===== src/rtl/rv32i_apb_master.sv =====
// RV32I data-port to APB3 bridge: one SETUP/ACCESS transfer per core request in the 0x1xxx_xxxx window.
// Optional build macro APB_TIMEOUT_EN bounds the ACCESS phase to TIMEOUT cycles.
module rv32i_apb_master #(
  parameter int NUM_SLAVES = 4,
  parameter int TIMEOUT    = 16
) (
  input  logic                  clk,
  input  logic                  rst,
  input  logic                  MemRead,
  input  logic                  MemWrite,
  input  logic [31:0]           addr,
  input  logic [31:0]           w_data,
  input  logic [3:0]            byte_enable,
  output logic                  ready,
  output logic [31:0]           r_data,
  output logic                  bus_err,
  output logic [31:0]           PADDR,
  output logic [NUM_SLAVES-1:0] PSEL,
  output logic                  PENABLE,
  output logic                  PWRITE,
  output logic [31:0]           PWDATA,
  output logic [3:0]            PSTRB,
  input  logic [31:0]           PRDATA,
  input  logic                  PREADY,
  input  logic                  PSLVERR
);

  if (NUM_SLAVES < 1 || NUM_SLAVES > 4) begin : g_bad_num_slaves
    $error("rv32i_apb_master: NUM_SLAVES must be in 1..4");
  end
  if (TIMEOUT < 1 || TIMEOUT > 31) begin : g_bad_timeout
    $error("rv32i_apb_master: TIMEOUT must be in 1..31");
  end

  typedef enum logic [1:0] {IDLE, SETUP, ACCESS} state_e;

  localparam logic [2:0] NsLim = 3'(NUM_SLAVES);

  state_e      state_q, state_d;
  logic [31:0] paddr_q, paddr_d;
  logic [31:0] pwdata_q, pwdata_d;
  logic [3:0]  pstrb_q, pstrb_d;
  logic        pwrite_q, pwrite_d;
  logic [1:0]  idx_q, idx_d;
  logic [31:0] rdata_q, rdata_d;
  logic        err_q, err_d;
  logic        timeoutHit;

  logic req, inWin, idxOk;
  assign req   = MemRead | MemWrite;
  assign inWin = (addr[31:28] == 4'h1);
  assign idxOk = ({1'b0, addr[13:12]} < NsLim);

`ifdef APB_TIMEOUT_EN
  localparam logic [4:0] TmoLast = 5'(TIMEOUT - 1);
  logic [4:0] tmo_q, tmo_d;

  // Counts stalled ACCESS cycles; a same-cycle PREADY always takes priority over expiry.
  always_comb begin
    tmo_d = tmo_q;
    if (state_q == SETUP) tmo_d = 5'd0;
    else if (state_q == ACCESS && !PREADY) tmo_d = tmo_q + 5'd1;
  end

  assign timeoutHit = (state_q == ACCESS) && !PREADY && (tmo_q == TmoLast);

  always_ff @(posedge clk or negedge rst) begin
    if (!rst) tmo_q <= 5'd0;
    else      tmo_q <= tmo_d;
  end
`else
  assign timeoutHit = 1'b0;
`endif

  always_ff @(posedge clk or negedge rst) begin
    if (!rst) begin
      state_q  <= IDLE;
      paddr_q  <= '0;
      pwdata_q <= '0;
      pstrb_q  <= '0;
      pwrite_q <= 1'b0;
      idx_q    <= '0;
      rdata_q  <= '0;
      err_q    <= 1'b0;
    end else begin
      state_q  <= state_d;
      paddr_q  <= paddr_d;
      pwdata_q <= pwdata_d;
      pstrb_q  <= pstrb_d;
      pwrite_q <= pwrite_d;
      idx_q    <= idx_d;
      rdata_q  <= rdata_d;
      err_q    <= err_d;
    end
  end

  // An in-window request to a missing slave never reaches the bus; it only raises bus_err.
  always_comb begin
    state_d  = state_q;
    paddr_d  = paddr_q;
    pwdata_d = pwdata_q;
    pstrb_d  = pstrb_q;
    pwrite_d = pwrite_q;
    idx_d    = idx_q;
    rdata_d  = rdata_q;
    err_d    = 1'b0;
    case (state_q)
      IDLE: begin
        if (req && inWin) begin
          if (idxOk) begin
            state_d  = SETUP;
            paddr_d  = addr;
            pwdata_d = w_data;
            pwrite_d = MemWrite;
            pstrb_d  = MemWrite ? byte_enable : 4'b0000;
            idx_d    = addr[13:12];
          end else begin
            err_d = 1'b1;
          end
        end
      end
      SETUP: state_d = ACCESS;
      ACCESS: begin
        if (PREADY) begin
          state_d = IDLE;
          err_d   = PSLVERR;
          if (!pwrite_q) rdata_d = PRDATA;
        end else if (timeoutHit) begin
          state_d = IDLE;
          err_d   = 1'b1;
        end
      end
      default: state_d = IDLE;
    endcase
  end

  always_comb begin
    ready   = (state_q == IDLE);
    PENABLE = (state_q == ACCESS);
    PSEL    = '0;
    if (state_q != IDLE) begin
      for (int i = 0; i < NUM_SLAVES; i++) begin
        if (idx_q == 2'(i)) PSEL[i] = 1'b1;
      end
    end
  end

  assign PADDR   = paddr_q;
  assign PWDATA  = pwdata_q;
  assign PSTRB   = pstrb_q;
  assign PWRITE  = pwrite_q;
  assign r_data  = rdata_q;
  assign bus_err = err_q;

endmodule

===== config.mk =====
export PLATFORM = sky130hd
export DESIGN_NAME = rv32i_apb_master
export DESIGN_NICKNAME = d
export VERILOG_FILES = /design/src/rtl/rv32i_apb_master.sv
export SDC_FILE = /design/constraint.sdc
export NUM_CORES = 1
export LEC_CHECK = 0
export ABC_AREA = 1
export CAP_MARGIN = 20
export CORE_ASPECT_RATIO = 1.25
export CORE_MARGIN = 4
export CORE_UTILIZATION = 35
export DETAILED_ROUTE_END_ITERATION = 7
export DONT_BUFFER_PORTS = 1
export GPL_ROUTABILITY_DRIVEN = 0
export SLEW_MARGIN = 30
export SYNTH_ARGS = -nofsm -noshare
export SYNTH_HDL_FRONTEND = slang
export SYNTH_SLANG_ARGS = --single-unit

===== constraint.sdc =====
create_clock -name clk -period 3.5 [get_ports clk]
set_input_delay 0.7 -clock clk [delete_from_list [all_inputs] [get_ports clk]]
set_output_delay 0.7 -clock clk [all_outputs]
set_load 0.01 [all_outputs]

==> results of run 1 <==
==> worst max-delay path: cells and delay by family (launching register included) <==
kind	cells	cell delay (ns)
flops	1	0.52
buf+inv	1	0.10
simple gates	1	0.36
==> final timing paths <==
check,from,endpoint,slack [ns],depth (start not counted)
hold reg to reg,PADDR[25],PADDR[25],0.54,2
hold / removal,rst,r_data[29],0.05,0
setup / recovery,PADDR[13],PSEL[3],1.50,2
min in group clk,PREADY,state_q[1],0.48,1
setup reg to reg,state_q[0],PWDATA[13],1.57,7
max in group asynchronous,rst,PSTRB[3],3.31,0
==> through the flow <==
step	util	setup WS, ns	hold slack [ns]
3_5_place_dp	0.3663	1.290	0.4068
2_1_floorplan	-	1.968	0.4044
5_1_grt	0.3916	1.392	0.02685
4_1_cts	0.3916	1.458	0.03220
3_3_place_gp	0.3663	1.387	0.4066
6_report	0.3916	1.495	0.05491
==> where the power goes <==
part / switching, µW / internal [µW] / total (µW)
combinational: 219 / 124 / 343
clock: 419 / 573 / 991
sequential: 386 / 1500 / 1890
total: 1020 / 2200 / 3220
==> sequential cells by signal (all words and copies together), names as in the netlist <==
register and flops:
PWRITE 1, bus_err 1, PWDATA 32, state_q 2
PADDR 32, r_data 32, PSTRB 4
==> logic make-up after synthesis <==
group | after synthesis | synth area share
buffers and inverters | 52 | 0.06600
and+or+nand+nor | 316 | 0.3200
DFF | 104 | 0.6128
AOI/OAI and AO/OA | 1 | 0.001177
==> Yosys cell counts (2+ instances only) <==
| library cell | n | share of area |
|---|---|---|
| sky130_fd_sc_hd__buf_4 | 2 | 0.0035 |
| sky130_fd_sc_hd__nand3_1 | 66 | 0.078 |
| sky130_fd_sc_hd__nand2_1 | 205 | 0.18 |
| sky130_fd_sc_hd__buf_6 | 8 | 0.021 |
| sky130_fd_sc_hd__clkbuf_1 | 10 | 0.0088 |
| sky130_fd_sc_hd__dfrtp_1 | 104 | 0.61 |
| sky130_fd_sc_hd__inv_1 | 17 | 0.015 |
| sky130_fd_sc_hd__nand4_1 | 32 | 0.047 |
| sky130_fd_sc_hd__nor2_2 | 2 | 0.0029 |
| sky130_fd_sc_hd__nor3_1 | 4 | 0.0047 |
| sky130_fd_sc_hd__buf_2 | 14 | 0.017 |
| sky130_fd_sc_hd__nor2_1 | 7 | 0.0062 |
==> final cells by class <==
type,instances,area [µm²],share of cell area
clock buffer,11,242.7,0.05286
inverter,18,67.56,0.01471
multi-input combinational,317,1379,0.3003
timing repair buffer,6,45.04,0.009809
clock inverter,4,53.80,0.01172
sequential,104,2603,0.5668
tap,161,201.4,0.04387
==> metal layers <==
metal	vias up	routed length (µm)	track usage
met5	-	0	0
li1	1481	-	-
met4	0	180	0.06397
met1	1462	4156	0.1804
met3	10	1136	0.05790
met2	142	5268	0.2459
==> impl_metrics.env, run 1 <==
export IMPL_final_max_slew_violation_count=0
export IMPL_crit_path_launch_type="flop"
export IMPL_placed_area_um2=4295
export IMPL_fill_cell_total_of_the_finished_layout=1193
export IMPL_synth_async_reset_ratio=1.000
export IMPL_worst_ep_required_time_ns=2.80
export IMPL_layout_cells_most_common_list="sky130_fd_sc_hd__nand2_1, sky130_fd_sc_hd__dfrtp_1, sky130_fd_sc_hd__nand3_1, sky130_fd_sc_hd__nand4_1, sky130_fd_sc_hd__inv_1"
export IMPL_grt_setup_unrepaired="no"
export IMPL_dr_first_iter_drc_count=251
export IMPL_final_net_count=562
export IMPL_cts_buffer_count=9
export IMPL_cts_post_setup_buffers_inserted=0
export IMPL_final_antenna_net_count=0
export IMPL_height_of_the_die_um=131.2
export IMPL_chipWidth_um=106.5
export IMPL_core_area_um2=11730
export IMPL_flop_and_latch_count_out_of_synthesis=104
export IMPL_highest_cell_delay_on_the_worst_timing_path_ns=0.52
export IMPL_clock_skew_ns=0.01013
export IMPL_power_uw=3220
export IMPL_status="complete, no violations"
export IMPL_hpwl_mm=7.495
export IMPL_port_buffers=0
export IMPL_cts_tree="built"
export IMPL_worstSetupEndpointType="output port"
export IMPL_cts_repair_resize_count=0
export IMPL_via_count=3095
export IMPL_finalSetupViolCount=0
export IMPL_final_hold_violation_count=0
export IMPL_drive_gt1_frac=0.05435
export IMPL_cts_hold_repair_buffers=0
export IMPL_finalInstanceArea_um2=4592
export IMPL_totalWireLength_mm=10.74
export IMPL_layout_commonest_cell="sky130_fd_sc_hd__nand2_1"
export IMPL_routedWlPerCell_um=17.30
export IMPL_edff_count_synth=0
export IMPL_number_of_global_route_vias_before_repair=3046
export IMPL_synth_lib_cells_used_distinct=14
export IMPL_syn_nets=579
export IMPL_cp_data_arrival_time_ns=1.30
export IMPL_cts_root_buf="sky130_fd_sc_hd__clkbuf_16"
export IMPL_worst_setup_hold_path_clk_slew_ns=0.07
export IMPL_power_density_cell_area_nw_per_um2=701.3
export IMPL_initial_utilization=0.3621
export IMPL_tns_ns=0
export IMPL_max_freq_mhz=498.8
export IMPL_mappedNetlistArea_um2=4247
export IMPL_grt_first_pass_wirelength_mm=16.84
export IMPL_antenna_cells_inserted=0
export IMPL_yosysWarningCount=0
export IMPL_grt_use_total=0.1518
export IMPL_cts_num_sinks=104
export IMPL_max_slew_margin_rel=0.4670
export IMPL_route_detailed_drc=0
export IMPL_path_class="reg2out"
export IMPL_timing_critical_path_cells="inv_1 > nor3_1"
export IMPL_maximum_number_of_pins_on_one_net_before_global_route_repair=105
export IMPL_crit_slowest_cell="sky130_fd_sc_hd__dfrtp_1"
export IMPL_rows=44
export IMPL_worstSkewPairLatency_ns=0.34
export IMPL_netlist_instances=473
export IMPL_power_leakage_uw=0.002422
export IMPL_dp_cells=606
export IMPL_irDropWorstVdd_mv=0.2681
export IMPL_avgViaCountPerCell=4.984
export IMPL_final_min_period_over_clock_period=0.5728
export IMPL_ys_seq_area_frac=0.6128
export IMPL_clk_path_buf_depth=2
export IMPL_worst_slew_pin_transition_ns=0.7967
export IMPL_final_period_minus_worst_setup_slack_ns=2.005
export IMPL_finalNonFillerCells=621
export IMPL_drt_first_pass_iters=4
export IMPL_floorplan_die_area_um2=13970
export IMPL_synth_ff_type="sky130_fd_sc_hd__dfrtp_1"
export IMPL_path_type_of_the_worst_min_delay_path="in2async"
export IMPL_drv_cap=0
export IMPL_htree_levels=3
export IMPL_ios=214
export IMPL_synthesis_area_per_instance_um2=8.978
export IMPL_cp_max_fo=5
export IMPL_area_growth_pct=8.132
export IMPL_antenna_violations_before_repair=0
export IMPL_grt_overflow_total=0
(Power assumes the default switching activity.)
==> run 2, diff against run 1 <==
==> constraint.sdc (replaced) <==
create_clock -name clk -period 1.8 [get_ports clk]
set_input_delay 0.36 -clock clk [delete_from_list [all_inputs] [get_ports clk]]
set_output_delay 0.36 -clock clk [all_outputs]
set_load 0.01 [all_outputs]
==> run 2 against run 1 <==
  * The run now ends with negative hold slack left
  * Final area rose by 0.71%
  * Power rose by 94%
  * Combinational power rose by 100%
  * Via count rose by 0.42%
  * Global-route usage rose by 0.42 points
  * Non-clock buffer count rose by 4
  * Core utilization rose by 0.28 points
  * Wire length rose by 3.0%
  * Critical path type unchanged
  * Critical endpoint unchanged
  * Largest cell class unchanged
==> impl_metrics.env, run 2 (synthesized netlist as in run 1, its figures left out) <==
export IMPL_status="complete, but fails checks"
export IMPL_violations="negative hold slack"
export IMPL_port_buffers=0
export IMPL_antenna_violations_before_repair=0
export IMPL_pwr_share_clk=0.302
export IMPL_utilization=0.3944
export IMPL_irDropWorstVdd_mv=0.4754
export IMPL_initial_utilization=0.3621
export IMPL_worstSetupEndpointType="output port"
export IMPL_core_area_um2=11730
export IMPL_cts_num_sinks=104
export IMPL_height_of_the_die_um=131.2
export IMPL_hpwl_mm=7.759
export IMPL_power_switching_uw=2101
export IMPL_worst_setup_hold_path_clk_slew_ns=0.08
export IMPL_placed_area_um2=4338
export IMPL_layout_commonest_cell="sky130_fd_sc_hd__nand2_1"
export IMPL_crit_path_launch_type="flop"
export IMPL_finalInstanceArea_um2=4624
export IMPL_max_freq_mhz=594.8
export IMPL_power_combinational_fraction=0.110
export IMPL_clk_path_buf_depth=2
export IMPL_worst_slew_pin_transition_ns=0.4467
export IMPL_ios=214
export IMPL_maximum_number_of_pins_on_one_net_before_global_route_repair=105
export IMPL_final_net_count=566
export IMPL_power_sequential_fraction=0.588
export IMPL_final_antenna_net_count=0
export IMPL_final_max_slew_violation_count=0
export IMPL_antenna_cells_inserted=0
export IMPL_path_type_of_the_worst_min_delay_path="in2async"
export IMPL_cts_root_buf="sky130_fd_sc_hd__clkbuf_16"
export IMPL_area_growth_pct=8.898
export IMPL_number_of_global_route_vias_before_repair=3070
export IMPL_final_min_period_over_clock_period=0.9340
export IMPL_chipWidth_um=106.5
export IMPL_grt_first_pass_wirelength_mm=17.27
export IMPL_tns_ns=0
export IMPL_worstSkewPairLatency_ns=0.34
export IMPL_whs_ns=-0.2896
export IMPL_power_density_cell_area_nw_per_um2=1349
export IMPL_cts_buffer_count=9
export IMPL_grt_setup_unrepaired="no"
export IMPL_rows=44
export IMPL_max_slew_margin_rel=0.7011
export IMPL_totalWireLength_mm=11.07
export IMPL_drv_cap=0
export IMPL_p_int_uw=4138
export IMPL_power_switching_fraction=0.3367
export IMPL_cp_max_fo=5
export IMPL_power_uw=6239
export IMPL_clock_skew_ns=0.009627
export IMPL_layout_cells_most_common_list="sky130_fd_sc_hd__nand2_1, sky130_fd_sc_hd__dfrtp_1, sky130_fd_sc_hd__nand3_1, sky130_fd_sc_hd__nand4_1, sky130_fd_sc_hd__inv_1"
export IMPL_dr_first_iter_drc_count=224
export IMPL_grt_overflow_total=0
export IMPL_final_hold_violation_count=104
export IMPL_cts_tree="built"
export IMPL_drive_gt1_frac=0.06667
export IMPL_worst_ep_required_time_ns=1.44
export IMPL_grt_use_total=0.1560
export IMPL_power_leakage_uw=0.002446
export IMPL_cts_post_setup_buffers_inserted=0
export IMPL_drt_first_pass_iters=6
export IMPL_path_class="reg2out"
export IMPL_routedWlPerCell_um=17.68
export IMPL_avgViaCountPerCell=4.965
export IMPL_cp_data_arrival_time_ns=1.32
export IMPL_final_period_minus_worst_setup_slack_ns=1.681
export IMPL_finalSetupViolCount=0
export IMPL_floorplan_die_area_um2=13970
export IMPL_via_count=3108
export IMPL_route_detailed_drc=0
export IMPL_htree_levels=3
run 2: power by group through the flow:
stage	Sequential [µW]	Combinational (µW)	Clock [µW]
2_1_floorplan	3540	592	0
3_3_place_gp	3720	658	0
3_5_place_dp	3720	705	0
4_1_cts	3690	700	1940
5_1_grt	3740	822	2060
6_report	3670	688	1880
run 2: final cells by class:
type / instances / area (µm²)
timing repair buffer: 10 / 87.58
tap: 161 / 201.4
inverter: 18 / 67.56
clock buffer: 9 / 225.2
multi-input combinational: 317 / 1379
fill: 1210 / 7102
clock inverter: 7 / 61.31
sequential: 104 / 2603
run 2: path summary, 6_finish.rpt:
check / from / endpoint / slack [ns] / depth (start not counted)
min: rst / r_data[23] / -0.29 / 0
min in group clk: PREADY / bus_err / 0.13 / 2
max in group asynchronous: rst / PADDR[24] / 1.96 / 0
max: PADDR[13] / PSEL[3] / 0.12 / 2
min reg2reg: r_data[14] / r_data[14] / 0.54 / 2
max reg2reg: state_q[0] / PADDR[18] / 0.40 / 7
run 2: repair_timing:
action | 4_1_cts | 5_1_grt
gates resized for setup | 0 | 0
endpoints found under the hold margin | 104 | 104
setup endpoints to repair | 0 | 0
run 2: worst max-delay path, stage by stage (launching register included):
cell and delay [ns]:
sky130_fd_sc_hd__dfrtp_1 0.52, sky130_fd_sc_hd__inv_1 0.10, sky130_fd_sc_hd__nor3_1 0.36
run 2: layer usage:
metal | vias to the layer above | routed length [µm] | global-route usage
met2 | 163 | 5322 | 0.2474
met5 | - | 0 | 0
met4 | 0 | 159 | 0.05757
met1 | 1438 | 4491 | 0.1963
li1 | 1498 | - | -
met3 | 9 | 1092 | 0.05594
run 2: stage by stage:
step                      setup WS (ns)  instances
final                            0.1188        626
after detailed placement         0.2995        610
after global placement           0.2860        610
after floorplan                  0.6078        473
after CTS                       0.08938        626
after global routing            0.05257        626
